==> src/rtl/ascii_digit_buffer_pkg.sv <==
// ascii_digit_buffer_pkg
// Shared constants, FSM state type and ASCII-to-display-code helpers for the
// ASCII digit buffer that feeds the 3-digit scroller.
package ascii_digit_buffer_pkg;

  localparam logic [3:0] BLANK_CODE = 4'hF;
  localparam logic [7:0] ASCII_0    = 8'h30;
  localparam logic [7:0] ASCII_9    = 8'h39;
  localparam logic [7:0] ASCII_CR   = 8'h0D;
  localparam logic [7:0] ASCII_LF   = 8'h0A;
  localparam logic [7:0] ASCII_SP   = 8'h20;

  // Codes per scroller read burst (one full 3-digit group)
  localparam int BURST_LEN = 3;

  typedef enum logic [1:0] {
    IDLE  = 2'd0,
    BURST = 2'd1,
    GAP   = 2'd2
  } state_t;

  // Digits map to 0-9; every other non-delimiter byte shows as blank.
  function automatic logic [3:0] ascii_to_code(input logic [7:0] b);
    logic [7:0] diff;
    diff = b - ASCII_0;
    if ((b >= ASCII_0) && (b <= ASCII_9)) begin
      ascii_to_code = diff[3:0];
    end else begin
      ascii_to_code = BLANK_CODE;
    end
  endfunction

  function automatic logic is_delim(input logic [7:0] b);
    is_delim = (b == ASCII_CR) || (b == ASCII_LF);
  endfunction

endpackage

==> src/rtl/ascii_digit_buffer_if.sv <==
// ascii_digit_buffer_if
// Bundles the UART byte input and the scroller-facing outputs.
//   rx_data/rx_valid : byte strobe from the UART receiver
//   oDEC/oRD         : display code and read strobe to the scroller
//   oOVF             : sticky drop flag
//   oLEVEL           : FIFO occupancy, $clog2(DEPTH)+1 bits
// master = byte source / observer, slave = the buffer itself.
interface ascii_digit_buffer_if #(
  parameter int DEPTH = 8
);
  localparam int LW = $clog2(DEPTH) + 1;

  logic [7:0]    rx_data;
  logic          rx_valid;
  logic [3:0]    oDEC;
  logic          oRD;
  logic          oOVF;
  logic [LW-1:0] oLEVEL;

  modport master (
    output rx_data, rx_valid,
    input  oDEC, oRD, oOVF, oLEVEL
  );

  modport slave (
    input  rx_data, rx_valid,
    output oDEC, oRD, oOVF, oLEVEL
  );
endinterface

==> src/rtl/ascii_digit_buffer_sync_fifo_4b.sv <==
// sync_fifo_4b
// Single-clock circular FIFO of 4-bit codes.
//   clk, rst     : clock, asynchronous active-low reset
//   push, wdata  : write strobe and data (caller never pushes when full)
//   pop, rdata   : read strobe; rdata shows the head entry combinationally
//   level, full  : occupancy ($clog2(DEPTH)+1 bits) and level == DEPTH
module sync_fifo_4b #(
  parameter int DEPTH = 8
) (
  input  logic                       clk,
  input  logic                       rst,
  input  logic                       push,
  input  logic [3:0]                 wdata,
  input  logic                       pop,
  output logic [3:0]                 rdata,
  output logic [$clog2(DEPTH):0]     level,
  output logic                       full
);
  localparam int AW = $clog2(DEPTH);
  localparam int LW = AW + 1;

  logic [3:0]    mem_r [DEPTH];
  logic [AW-1:0] wr_ptr_r;
  logic [AW-1:0] rd_ptr_r;
  logic [LW-1:0] level_r;

  // Storage array; contents are don't-care until written.
  always_ff @(posedge clk) begin
    if (push) begin
      mem_r[wr_ptr_r] <= wdata;
    end
  end

  // Pointers wrap naturally because DEPTH is a power of two.
  always_ff @(posedge clk or negedge rst) begin
    if (!rst) begin
      wr_ptr_r <= {AW{1'b0}};
      rd_ptr_r <= {AW{1'b0}};
      level_r  <= {LW{1'b0}};
    end else begin
      if (push) wr_ptr_r <= wr_ptr_r + AW'(1);
      if (pop)  rd_ptr_r <= rd_ptr_r + AW'(1);
      case ({push, pop})
        2'b10:   level_r <= level_r + LW'(1);
        2'b01:   level_r <= level_r - LW'(1);
        default: level_r <= level_r;
      endcase
    end
  end

  assign rdata = mem_r[rd_ptr_r];
  assign level = level_r;
  assign full  = (level_r == LW'(DEPTH));
endmodule

==> src/rtl/ascii_digit_buffer.sv <==
// ascii_digit_buffer
// Converts UART ASCII bytes to 4-bit display codes, groups them in threes
// (padding short groups with blanks on CR/LF) and replays each group to the
// scroller as a 3-cycle read burst, oDEC lagging oRD by one cycle, with at
// least GAP_CYCLES idle cycles between bursts.
//   clk, rst : clock, asynchronous active-low reset
//   bus      : slave side of ascii_digit_buffer_if (byte in, scroller out)
module ascii_digit_buffer
  import ascii_digit_buffer_pkg::*;
#(
  parameter int DEPTH      = 8,
  parameter int GAP_CYCLES = 16
) (
  input logic                 clk,
  input logic                 rst,
  ascii_digit_buffer_if.slave bus
);
  localparam int LW = $clog2(DEPTH) + 1;
  localparam int GW = $clog2(GAP_CYCLES + 1);

  state_t        state_r, state_nxt_s;
  logic [1:0]    burst_cnt_r, burst_cnt_nxt_s;
  logic [GW-1:0] gap_cnt_r, gap_cnt_nxt_s;
  logic [1:0]    pad_cnt_r, pad_cnt_nxt_s;
  logic [1:0]    wr_phase_r, wr_phase_nxt_s;
  logic          rd_r, rd_nxt_s;
  logic [3:0]    dec_r;
  logic          ovf_r, ovf_set_s;
  logic          wr_req_s, drop_s, push_s, pop_s, full_s;
  logic [3:0]    wr_code_s, rdata_s;
  logic [LW-1:0] level_s;

  sync_fifo_4b #(.DEPTH(DEPTH)) u_fifo (
    .clk   (clk),
    .rst   (rst),
    .push  (push_s),
    .wdata (wr_code_s),
    .pop   (pop_s),
    .rdata (rdata_s),
    .level (level_s),
    .full  (full_s)
  );

  // Write side: pending pad blanks take priority over (and drop) new bytes.
  always_comb begin
    wr_req_s      = 1'b0;
    wr_code_s     = BLANK_CODE;
    pad_cnt_nxt_s = pad_cnt_r;
    drop_s        = 1'b0;
    if (pad_cnt_r != 2'd0) begin
      wr_req_s      = 1'b1;
      pad_cnt_nxt_s = pad_cnt_r - 2'd1;
      drop_s        = bus.rx_valid;
    end else if (bus.rx_valid) begin
      if (is_delim(bus.rx_data)) begin
        // Pad the partial group up to three; a delimiter on a boundary is a no-op.
        if (wr_phase_r != 2'd0) begin
          pad_cnt_nxt_s = 2'(BURST_LEN) - wr_phase_r;
        end else begin
          pad_cnt_nxt_s = 2'd0;
        end
      end else begin
        wr_req_s  = 1'b1;
        wr_code_s = ascii_to_code(bus.rx_data);
      end
    end else begin
      wr_req_s = 1'b0;
    end
    // A refused write leaves the group phase where it was.
    push_s    = wr_req_s && !full_s;
    ovf_set_s = drop_s || (wr_req_s && full_s);
    if (push_s) begin
      wr_phase_nxt_s = (wr_phase_r == 2'(BURST_LEN - 1)) ? 2'd0 : wr_phase_r + 2'd1;
    end else begin
      wr_phase_nxt_s = wr_phase_r;
    end
  end

  // Read-side FSM: burst of three pops, then a guaranteed idle gap.
  always_comb begin
    state_nxt_s     = state_r;
    burst_cnt_nxt_s = burst_cnt_r;
    gap_cnt_nxt_s   = gap_cnt_r;
    pop_s           = 1'b0;
    case (state_r)
      IDLE: begin
        if ((level_s >= LW'(BURST_LEN)) && (gap_cnt_r == {GW{1'b0}})) begin
          state_nxt_s     = BURST;
          burst_cnt_nxt_s = 2'd0;
        end else begin
          state_nxt_s = IDLE;
        end
      end
      BURST: begin
        pop_s = 1'b1;
        if (burst_cnt_r == 2'(BURST_LEN - 1)) begin
          state_nxt_s     = GAP;
          burst_cnt_nxt_s = 2'd0;
          gap_cnt_nxt_s   = GW'(GAP_CYCLES);
        end else begin
          burst_cnt_nxt_s = burst_cnt_r + 2'd1;
        end
      end
      GAP: begin
        if (gap_cnt_r == {GW{1'b0}}) begin
          state_nxt_s = IDLE;
        end else begin
          gap_cnt_nxt_s = gap_cnt_r - GW'(1);
        end
      end
      default: begin
        state_nxt_s = IDLE;
      end
    endcase
    // oRD is the registered image of "in BURST next cycle".
    rd_nxt_s = (state_nxt_s == BURST);
  end

  // State, counters and registered scroller outputs.
  always_ff @(posedge clk or negedge rst) begin
    if (!rst) begin
      state_r     <= IDLE;
      burst_cnt_r <= 2'd0;
      gap_cnt_r   <= {GW{1'b0}};
      pad_cnt_r   <= 2'd0;
      wr_phase_r  <= 2'd0;
      rd_r        <= 1'b0;
      dec_r       <= BLANK_CODE;
      ovf_r       <= 1'b0;
    end else begin
      state_r     <= state_nxt_s;
      burst_cnt_r <= burst_cnt_nxt_s;
      gap_cnt_r   <= gap_cnt_nxt_s;
      pad_cnt_r   <= pad_cnt_nxt_s;
      wr_phase_r  <= wr_phase_nxt_s;
      rd_r        <= rd_nxt_s;
      ovf_r       <= ovf_r | ovf_set_s;
      // The popped entry appears one edge after its RD cycle.
      if (pop_s) begin
        dec_r <= rdata_s;
      end
    end
  end

  assign bus.oRD    = rd_r;
  assign bus.oDEC   = dec_r;
  assign bus.oOVF   = ovf_r;
  assign bus.oLEVEL = level_s;
endmodule

==> src/flat_wrapper.sv <==
// flat-port wrapper written by rule: the top's interface ports become plain ports
module ascii_digit_buffer_flat import ascii_digit_buffer_pkg::*;
#(
  parameter int DEPTH      = 8,
  parameter int GAP_CYCLES = 16
)
  (clk, rst, bus_rx_data, bus_rx_valid, bus_oDEC, bus_oRD, bus_oOVF, bus_oLEVEL);
  ascii_digit_buffer_if #(.DEPTH(DEPTH)) bus_i ();
  input logic clk;
  input logic rst;
  input wire logic [$bits(bus_i.rx_data)-1:0] bus_rx_data;
  input wire logic [$bits(bus_i.rx_valid)-1:0] bus_rx_valid;
  output wire logic [$bits(bus_i.oDEC)-1:0] bus_oDEC;
  output wire logic [$bits(bus_i.oRD)-1:0] bus_oRD;
  output wire logic [$bits(bus_i.oOVF)-1:0] bus_oOVF;
  output wire logic [$bits(bus_i.oLEVEL)-1:0] bus_oLEVEL;
  assign bus_i.rx_data = bus_rx_data;
  assign bus_i.rx_valid = bus_rx_valid;
  assign bus_oDEC = bus_i.oDEC;
  assign bus_oRD = bus_i.oRD;
  assign bus_oOVF = bus_i.oOVF;
  assign bus_oLEVEL = bus_i.oLEVEL;
  ascii_digit_buffer #(.DEPTH(DEPTH), .GAP_CYCLES(GAP_CYCLES)) u_core (.clk(clk), .rst(rst), .bus(bus_i));
endmodule
==> config.mk <==
export PLATFORM = sky130hd
export DESIGN_NAME = ascii_digit_buffer_flat
export DESIGN_NICKNAME = d
export VERILOG_FILES = /design/src/rtl/ascii_digit_buffer_pkg.sv /design/src/rtl/ascii_digit_buffer_if.sv /design/src/rtl/ascii_digit_buffer_sync_fifo_4b.sv /design/src/rtl/ascii_digit_buffer.sv /design/src/flat_wrapper.sv
export SDC_FILE = /design/constraint.sdc
export NUM_CORES = 1
export LEC_CHECK = 0
export ABC_AREA = 1
export CAP_MARGIN = 5
export CORE_UTILIZATION = 55
export CTS_BUF_LIST = sky130_fd_sc_hd__clkbuf_8
export CTS_CLUSTER_DIAMETER = 150
export CTS_CLUSTER_SIZE = 20
export DETAILED_ROUTE_END_ITERATION = 8
export PLACE_DENSITY = 0.78
export SKIP_LAST_GASP = 1
export SLEW_MARGIN = 20
export SYNTH_ARGS = -nofsm -noshare
export SYNTH_HDL_FRONTEND = slang
export SYNTH_SLANG_ARGS = --single-unit
==> constraint.sdc <==
create_clock -name clk -period 2 [get_ports clk]
set_input_delay 0.3 -clock clk [delete_from_list [all_inputs] [get_ports clk]]
set_output_delay 0.3 -clock clk [all_outputs]
set_load 0.01 [all_outputs]
# Yosys cells after proc, flatten, opt, wreduce, memory -nomap -nowiden
# Memories as Yosys holds them, arrays and structs flattened. A register that Yosys moved wholly into a read port is not among the register bits.
# Index checks and enable logic that the tools add are counted.
totals:
  regBits: 25
  input_bits: 11
  output_inout_bits: 10
  mem_count: 1
  elab_cells: 85
  ramBits: 32
memory_table:
  columns: ["memory", "depth", "word_bits", "read_ports", "rd_ports_with_merged_regs", "wr", "line", "text"]
  rows:
  - ["u_core.u_fifo.mem_r", 8, 4, 1, 1, 1, "ascii_digit_buffer_sync_fifo_4b.sv:22", "logic [3:0] mem_r [DEPTH];"]
op_classes:
  order_cmp: 3
  n_bitwise: 1
  add_sub_neg: 10
  n_eq_ne: 13
  reduce_logical: 20
  n_mux: 27
op_table:
  columns: ["op", "n"]
  rows:
  - ["2-bit two-way mux", 9]
  - ["8-bit by 4-bit equality test with 1-bit output, second input constant", 2]
  - ["4-bit two-way mux", 4]
  - ["2-bit nonzero test", 7]
  - ["5-bit two-way mux", 2]
  - ["5-bit one-hot mux with 2 select lines", 1]
  - ["2-bit equality test, second input constant", 4]
  - ["8-bit by 6-bit greater-or-equal comparator with 1-bit output, second input constant", 1]
  - ["8-bit by 6-bit less-or-equal comparator with 1-bit output, second input constant", 1]
  - ["1-bit two-way mux", 8]
  - ["4-bit one-hot mux with 2 select lines", 1]
  - ["4-bit by 1-bit subtractor with 4-bit output, second input constant", 2]
  - ["3-bit by 1-bit adder with 3-bit output, second input constant", 2]
  - ["2-bit by 1-bit equality test with 1-bit output, second input constant", 3]
  - ["2-bit one-hot mux with 3 select lines", 1]
  - ["5-bit logical NOT", 1]
  - ["5-bit by 1-bit subtractor with 5-bit output, second input constant", 1]
  - ["2-bit by 1-bit adder with 2-bit output, second input constant", 2]
  - ["4-bit by 1-bit adder with 4-bit output, second input constant", 1]
  - ["4-bit equality test, second input constant", 1]
  - ["4-bit by 2-bit greater-or-equal comparator with 1-bit output, second input constant", 1]
  - ["1-bit logical AND", 4]
  - ["2-bit by 1-bit != test with 1-bit output, second input constant", 2]
  - ["2-bit one-hot mux with 2 select lines", 1]
  - ["other kinds (9)", 12]

# Longest topological paths before layout
logic_depth:
  depth_word: 8
  mapped_depth: 18
  mapped_depth_nobuf: 17

# Cells and area by module
# From an unflattened synthesis, not the netlist that was laid out.
unflattened:
  cells_unflattened: 296
  area_unflattened_um2: 2904.0
modules_own_cells:
  columns: ["mod", "seq_area_each_um2", "area_each_um2", "cells_per_inst", "instances"]
  rows:
  - ["sync_fifo_4b", 1211.2, 1869.3, 166, 1]
  - ["ascii_digit_buffer", 480.5, 1034.7, 130, 1]

# Least setup slack after synthesis
# No wires, ideal clock.
synth_path:
  path_kind: "reg2reg"
  startpoint: "reg u_core.u_fifo.level_r[0], in the netlist u_core.u_fifo.level[0]"
  endpoint: "reg u_core.u_fifo.level_r[2], in the netlist u_core.u_fifo.level[2]"
  setup_slack_ns: -0.037
  required_ns: 1.872
  path_stages_with_launch: 13
  t_arrival_ns: 1.909
  n_path_buf: 1
  synth_period_minus_slack_ns: 2.037
  setup_ns: 0.128
  cell_sequence: "dfrtp_1 > nor2_1 > nand3_1 > nand2_4 > buf_12 > ha_1 > nand2_1 > inv_1 > nor2_1 > ha_1 > a21oi_1 > xor2_1 > o21ai_0"
synth_via:
  elab_chain_len: 5
  word_cells_on_any_way: 9
  classes_between: "add/sub (2); eq/ne (3); mux (1); reduce/logical (3)"
synth_lines:
  columns: ["element", "line", "text"]
  rows:
  - ["start, declared", "ascii_digit_buffer_sync_fifo_4b.sv:25", "logic [LW-1:0] level_r;"]
  - ["start signal, assigned", "ascii_digit_buffer_sync_fifo_4b.sv:39", "level_r <= {LW{1'b0}};"]
  - ["start signal, assigned", "ascii_digit_buffer_sync_fifo_4b.sv:44", "2'b10: level_r <= level_r + LW'(1);"]
  - ["start signal, assigned", "ascii_digit_buffer_sync_fifo_4b.sv:45", "2'b01: level_r <= level_r - LW'(1);"]
  - ["4-bit equality test", "ascii_digit_buffer_sync_fifo_4b.sv:53", "assign full = (level_r == LW'(DEPTH));"]
  - ["1-bit logical NOT", "ascii_digit_buffer.sv:70", "push_s = wr_req_s && !full_s;"]
  - ["1-bit logical AND", "ascii_digit_buffer.sv:70", null]
  - ["2-bit by 1-bit equality test with 1-bit output or 2-bit equality test (tied branches)", "ascii_digit_buffer_sync_fifo_4b.sv:43", "case ({push, pop})"]
  - ["4-bit one-hot mux with 2 select lines or 2-bit nonzero test (tied branches)", null, null]
# Parallel ways exist; a longest one is shown, timed or not.
# A chain may end at the register's enable or synchronous reset.

# Final worst setup path
layout_path:
  startpoint: "in bus_rx_data[6]"
  endpoint: "reg u_core.u_fifo.level_r[2], in the netlist u_core.u_fifo.level[2]"
layout_via:
  elab_chain_len: 8
  word_cells_on_any_way: 11
  classes_between: "eq/ne (4); mux (4); reduce/logical (3)"
layout_lines:
  columns: ["element", "line", "text"]
  rows:
  - ["start, declared", "flat_wrapper.sv:11", "input wire logic [$bits(bus_i.rx_data)-1:0] bus_rx_data;"]
  - ["8-bit by 4-bit equality test with 1-bit output", "ascii_digit_buffer_pkg.sv:34", "is_delim = (b == ASCII_CR) || (b == ASCII_LF);"]
  - ["1-bit logical OR (*)", "ascii_digit_buffer_pkg.sv:34", null]
  - ["1-bit two-way mux (*)", "ascii_digit_buffer.sv:55", "if (is_delim(bus.rx_data)) begin"]
  - ["1-bit two-way mux (*)", "ascii_digit_buffer.sv:54", "end else if (bus.rx_valid) begin"]
  - ["1-bit two-way mux (*)", "ascii_digit_buffer.sv:50", "if (pad_cnt_r != 2'd0) begin"]
  - ["1-bit logical AND (*)", "ascii_digit_buffer.sv:70", null]
  - ["2-bit by 1-bit equality test with 1-bit output or 2-bit equality test (tied branches)", "ascii_digit_buffer_sync_fifo_4b.sv:43", null]
  - ["4-bit one-hot mux with 2 select lines or 2-bit nonzero test (tied branches)", null, null]
  - ["end signal, assigned", "ascii_digit_buffer_sync_fifo_4b.sv:44", null]
  - ["end signal, assigned", "ascii_digit_buffer_sync_fifo_4b.sv:45", null]
  - ["end signal, assigned", "ascii_digit_buffer_sync_fifo_4b.sv:46", "default: level_r <= level_r;"]
# Mark *: on every way between the ends. The rest lies on a longest branch, timed or not.

==> summary.txt <==
Critical path
  • Crit-path slowest cell: clkdlybuf4s50_1
  • Cell mode on critical path: nand2_4
  • Crit path DAT: 2150 ps
  • Critical setup path kind: in -> reg
  • Reg2reg end: u_core.burst_cnt_r[1]
  • Required time of the critical path: 2220 ps
  • R2r worst-path depth: 8
  • CP Buf/Inv Count: 2
  • Critical Path, Cell by Cell: clkdlybuf4s50_1 > nor2_2 > and2_4 > nand2_2 > nand2_4 > nand2_4 > nand2_4 > ha_4 > nand2_1 > inv_1 > nor2_2 > ha_2 > a21oi_2 > xor2_1 > o21ai_1
  • R2r setup slk: 140 ps
  • Critical path's top delay family: simple AND/OR/NAND/NOR gates
  • Worst setup SP type: input pin
  • Setup crit end kind: register
  • Max Fanout on Critical Path: 4
  • Reg2reg start: u_core.state_r[1]
  • Critical Path Max Stage Delay: 410 ps

Timing
  • Final-report hold violation count: 0
  • Clock skew: 9.41 ps
  • Final setup fails: 0
  • Unrepaired setup endpoints after global routing: true
  • Fin crit share: 96.6%
  • Slew of the pin with the lowest slew margin: 601 ps
  • Clock period minus worst slack: 1930 ps
  • Final TNS setup: 0 ps
  • Max Freq: 518 MHz
  • Max-slew violation count: 0
  • Slew margin rel.: 59.9%

CTS
  • Root Driver: clkbuf_8
  • CTS Hold Bufs: 0
  • Clock sink total: 61
  • Worst skew pair latency: 330 ps
  • TritonCTS clock tree: built
  • Htree depth: 3
  • Total CTS buffers: 9
  • Clock transition at path regs: 70 ps
  • CTS Buffer Depth: 2

Power and ir drop
  • Int Power: 2990 uW
  • Clock power share: 18.7%
  • Power, Total: 4880 uW
  • Peak VDD IR: 0.680 mV
  • Flop pwr share: 39.2%
  • Logic pwr share: 42.1%
  • Switch share: 38.8%
  • Leak: 0.00171 uW
  • P_sw: 1890 uW
  • PD cells: 1320 nW/um^2

Synth
  • Synth Cell Area: 3050 sq um
  • Syn Inst Count: 319
  • Net count after synthesis: 341
  • #FFs+latches synth: 61
  • Register area share after synthesis: 55.5%
  • Ranking of synthesized cells by area: edfxtp_1 (32%), dfrtp_1 (21%), nand2_1 (7.1%)
  • Ys Warns: 0
  • Largest area contributor in the netlist: edfxtp_1
  • Post-synthesis cell type count: 28
  • Syn_area_per_cell: 9.56 sq um
  • Share of the synthesized area in the top cell type: 31.5%

Global route
  • Vias in the first global route: 2323
  • First-pass GRT wire length: 10500 microns
  • Largest net degree at the start of global routing: 35
  • Gr usage total: 23.3%
  • Overflow after GRT: 0
  • Initial antenna violation count: 0

Layout
  • Diodes inserted: 0
  • Share of layout cells above drive strength 1: 19.0%
  • Commonest non-fill, non-tap cells in the layout: nand2_1 (57), inv_1 (48), nand3_1 (34)
  • Final #Nets: 390
  • Area grow syn2layout: 21.2%
  • Final core utilization: 70.6%
  • Commonest non-fill, non-tap cell in the layout: nand2_1

Routing
  • Final ANT Viol Nets: 0
  • DRT iter0 DRCs: 175
  • Wire length on met3: 241 microns
  • Drt drc: 0
  • Top layer in use: met4
  • DR WL/cell: 13.5 microns
  • DRT Pass-1 Iters: 5
  • Vias/cell: 5.25
  • Routed WL: 5990 microns
  • Routed met1 length: 2640 microns
  • Vias: 2327
  • Metal2 WL: 2940 microns

Die
  • Io pins: 21
  • Core area: 5240 sq um
  • Die Area: 5850 sq um
  • Rows: 26
  • Die Y-Extent: 76.5 microns
  • Die Wd: 76.5 microns
  • Initial Utilization: 58.2%

Place
  • Routability cong.: 0.810
  • # port buffers: 20
  • Post-DP HPWL: 4180 microns

Flow run
  • Max cap viols: 0

Min path
  • Hold WC Path Type: in -> async

Run status
  • Status: finished clean
==> how the worst max path moves through the flow <==
stage | start | endpoint | cells past startpoint
6_report | bus_rx_data[6] | u_core.u_fifo.level[2] | 15
5_1_grt | bus_rx_data[6] | u_core.u_fifo.level[2] | 15
4_1_cts | bus_rx_data[0] | u_core.u_fifo.level[2] | 17
3_5_place_dp | bus_rx_data[0] | u_core.u_fifo.level[2] | 17
3_3_place_gp | bus_rx_data[0] | u_core.u_fifo.level[2] | 17
2_1_floorplan | u_core.u_fifo.level[0] | u_core.u_fifo.level[2] | 12
==> power groups by stage <==
stage                     Combinational (uW)  Sequential, uW  Clock [uW]
after global routing                    2310            1960         981
final                                   2060            1920         912
after global placement                  1870            1920           0
after detailed placement                1960            1930           0
after CTS                               2030            1910         924
after floorplan                         1310            1900           0
==> area by class of cell <==
class | instances | area (sq um)
sequential | 61 | 1690
fill | 392 | 1540
multi-input combinational | 203 | 1160
timing repair buffer | 47 | 422
inverter | 46 | 173
clock buffer | 10 | 138
tap | 70 | 87.6
clock inverter | 6 | 26.3
==> timing repair <==
action,in CTS,in global routing
pin swaps,1,6
endpoints found under the hold margin,0,0
setup endpoints to repair,1,5
buffers inserted,0,1
gates resized for setup,5,12
cloned,0,0
==> state kept, by name, summed over array words and instances (netlist names) <==
register                flops
u_core.u_fifo.rd_ptr_r      3
u_core.state_r              2
u_core.burst_cnt_r          2
u_core.bus.oRD              1
u_core.gap_cnt_r            5
u_core.bus.oOVF             1
u_core.u_fifo.wr_ptr_r      3
u_core.pad_cnt_r            2
u_core.bus.oDEC             4
u_core.wr_phase_r           2
u_core.u_fifo.level         4
u_core.u_fifo.mem_r        32
==> synthesized netlist by cell type <==
library cell	n
nor2_1	27
nor2_2	1
edfxtp_1	32
buf_12	1
dfrtp_1	25
inv_1	46
nand2_4	3
a21oi_1	12
xor2_1	7
and2_4	1
nand2_2	8
ha_1	11
buf_2	8
xnor2_1	1
nand4_1	2
nand3b_1	3
nand2_1	58
o211ai_1	8
nand3_1	35
a21oi_4	1
a21o_2	1
or2_2	1
o21ai_0	18
nand3_2	1
nor3_1	1
nor2_8	1
dfstp_2	4
a31oi_1	2
==> logic make-up after synthesis <==
group	count (synthesis)	synth area share (%)
buffers and inverters	55	7.63
adder cells (fa/ha/maj)	11	4.51
flip-flops	61	55.5
AO/OA/AOI/OAI	42	8.13
AND/OR/NAND/NOR	142	22.0
XOR/XNOR	8	2.30
==> stage by stage <==
step           worst slack (ps)  instances  cell area (sq um)  hold WS [ps]
2_1_floorplan              30.6        319               3050          4.41
3_3_place_gp               -274        426               3480           447
3_5_place_dp               -462        426               3480           455
4_1_cts                    15.8        442               3660           379
5_1_grt                    4.11        443               3700           396
6_report                   68.7        443               3700           355
==> per-layer routing <==
metal / vias up / track usage [%]
met2: 68 / 38.9
li1: 1144 / -
met4: 0 / 12.9
met1: 1095 / 28.5
met5: - / 0
met3: 20 / 4.55
(Power assumes the default switching activity.)
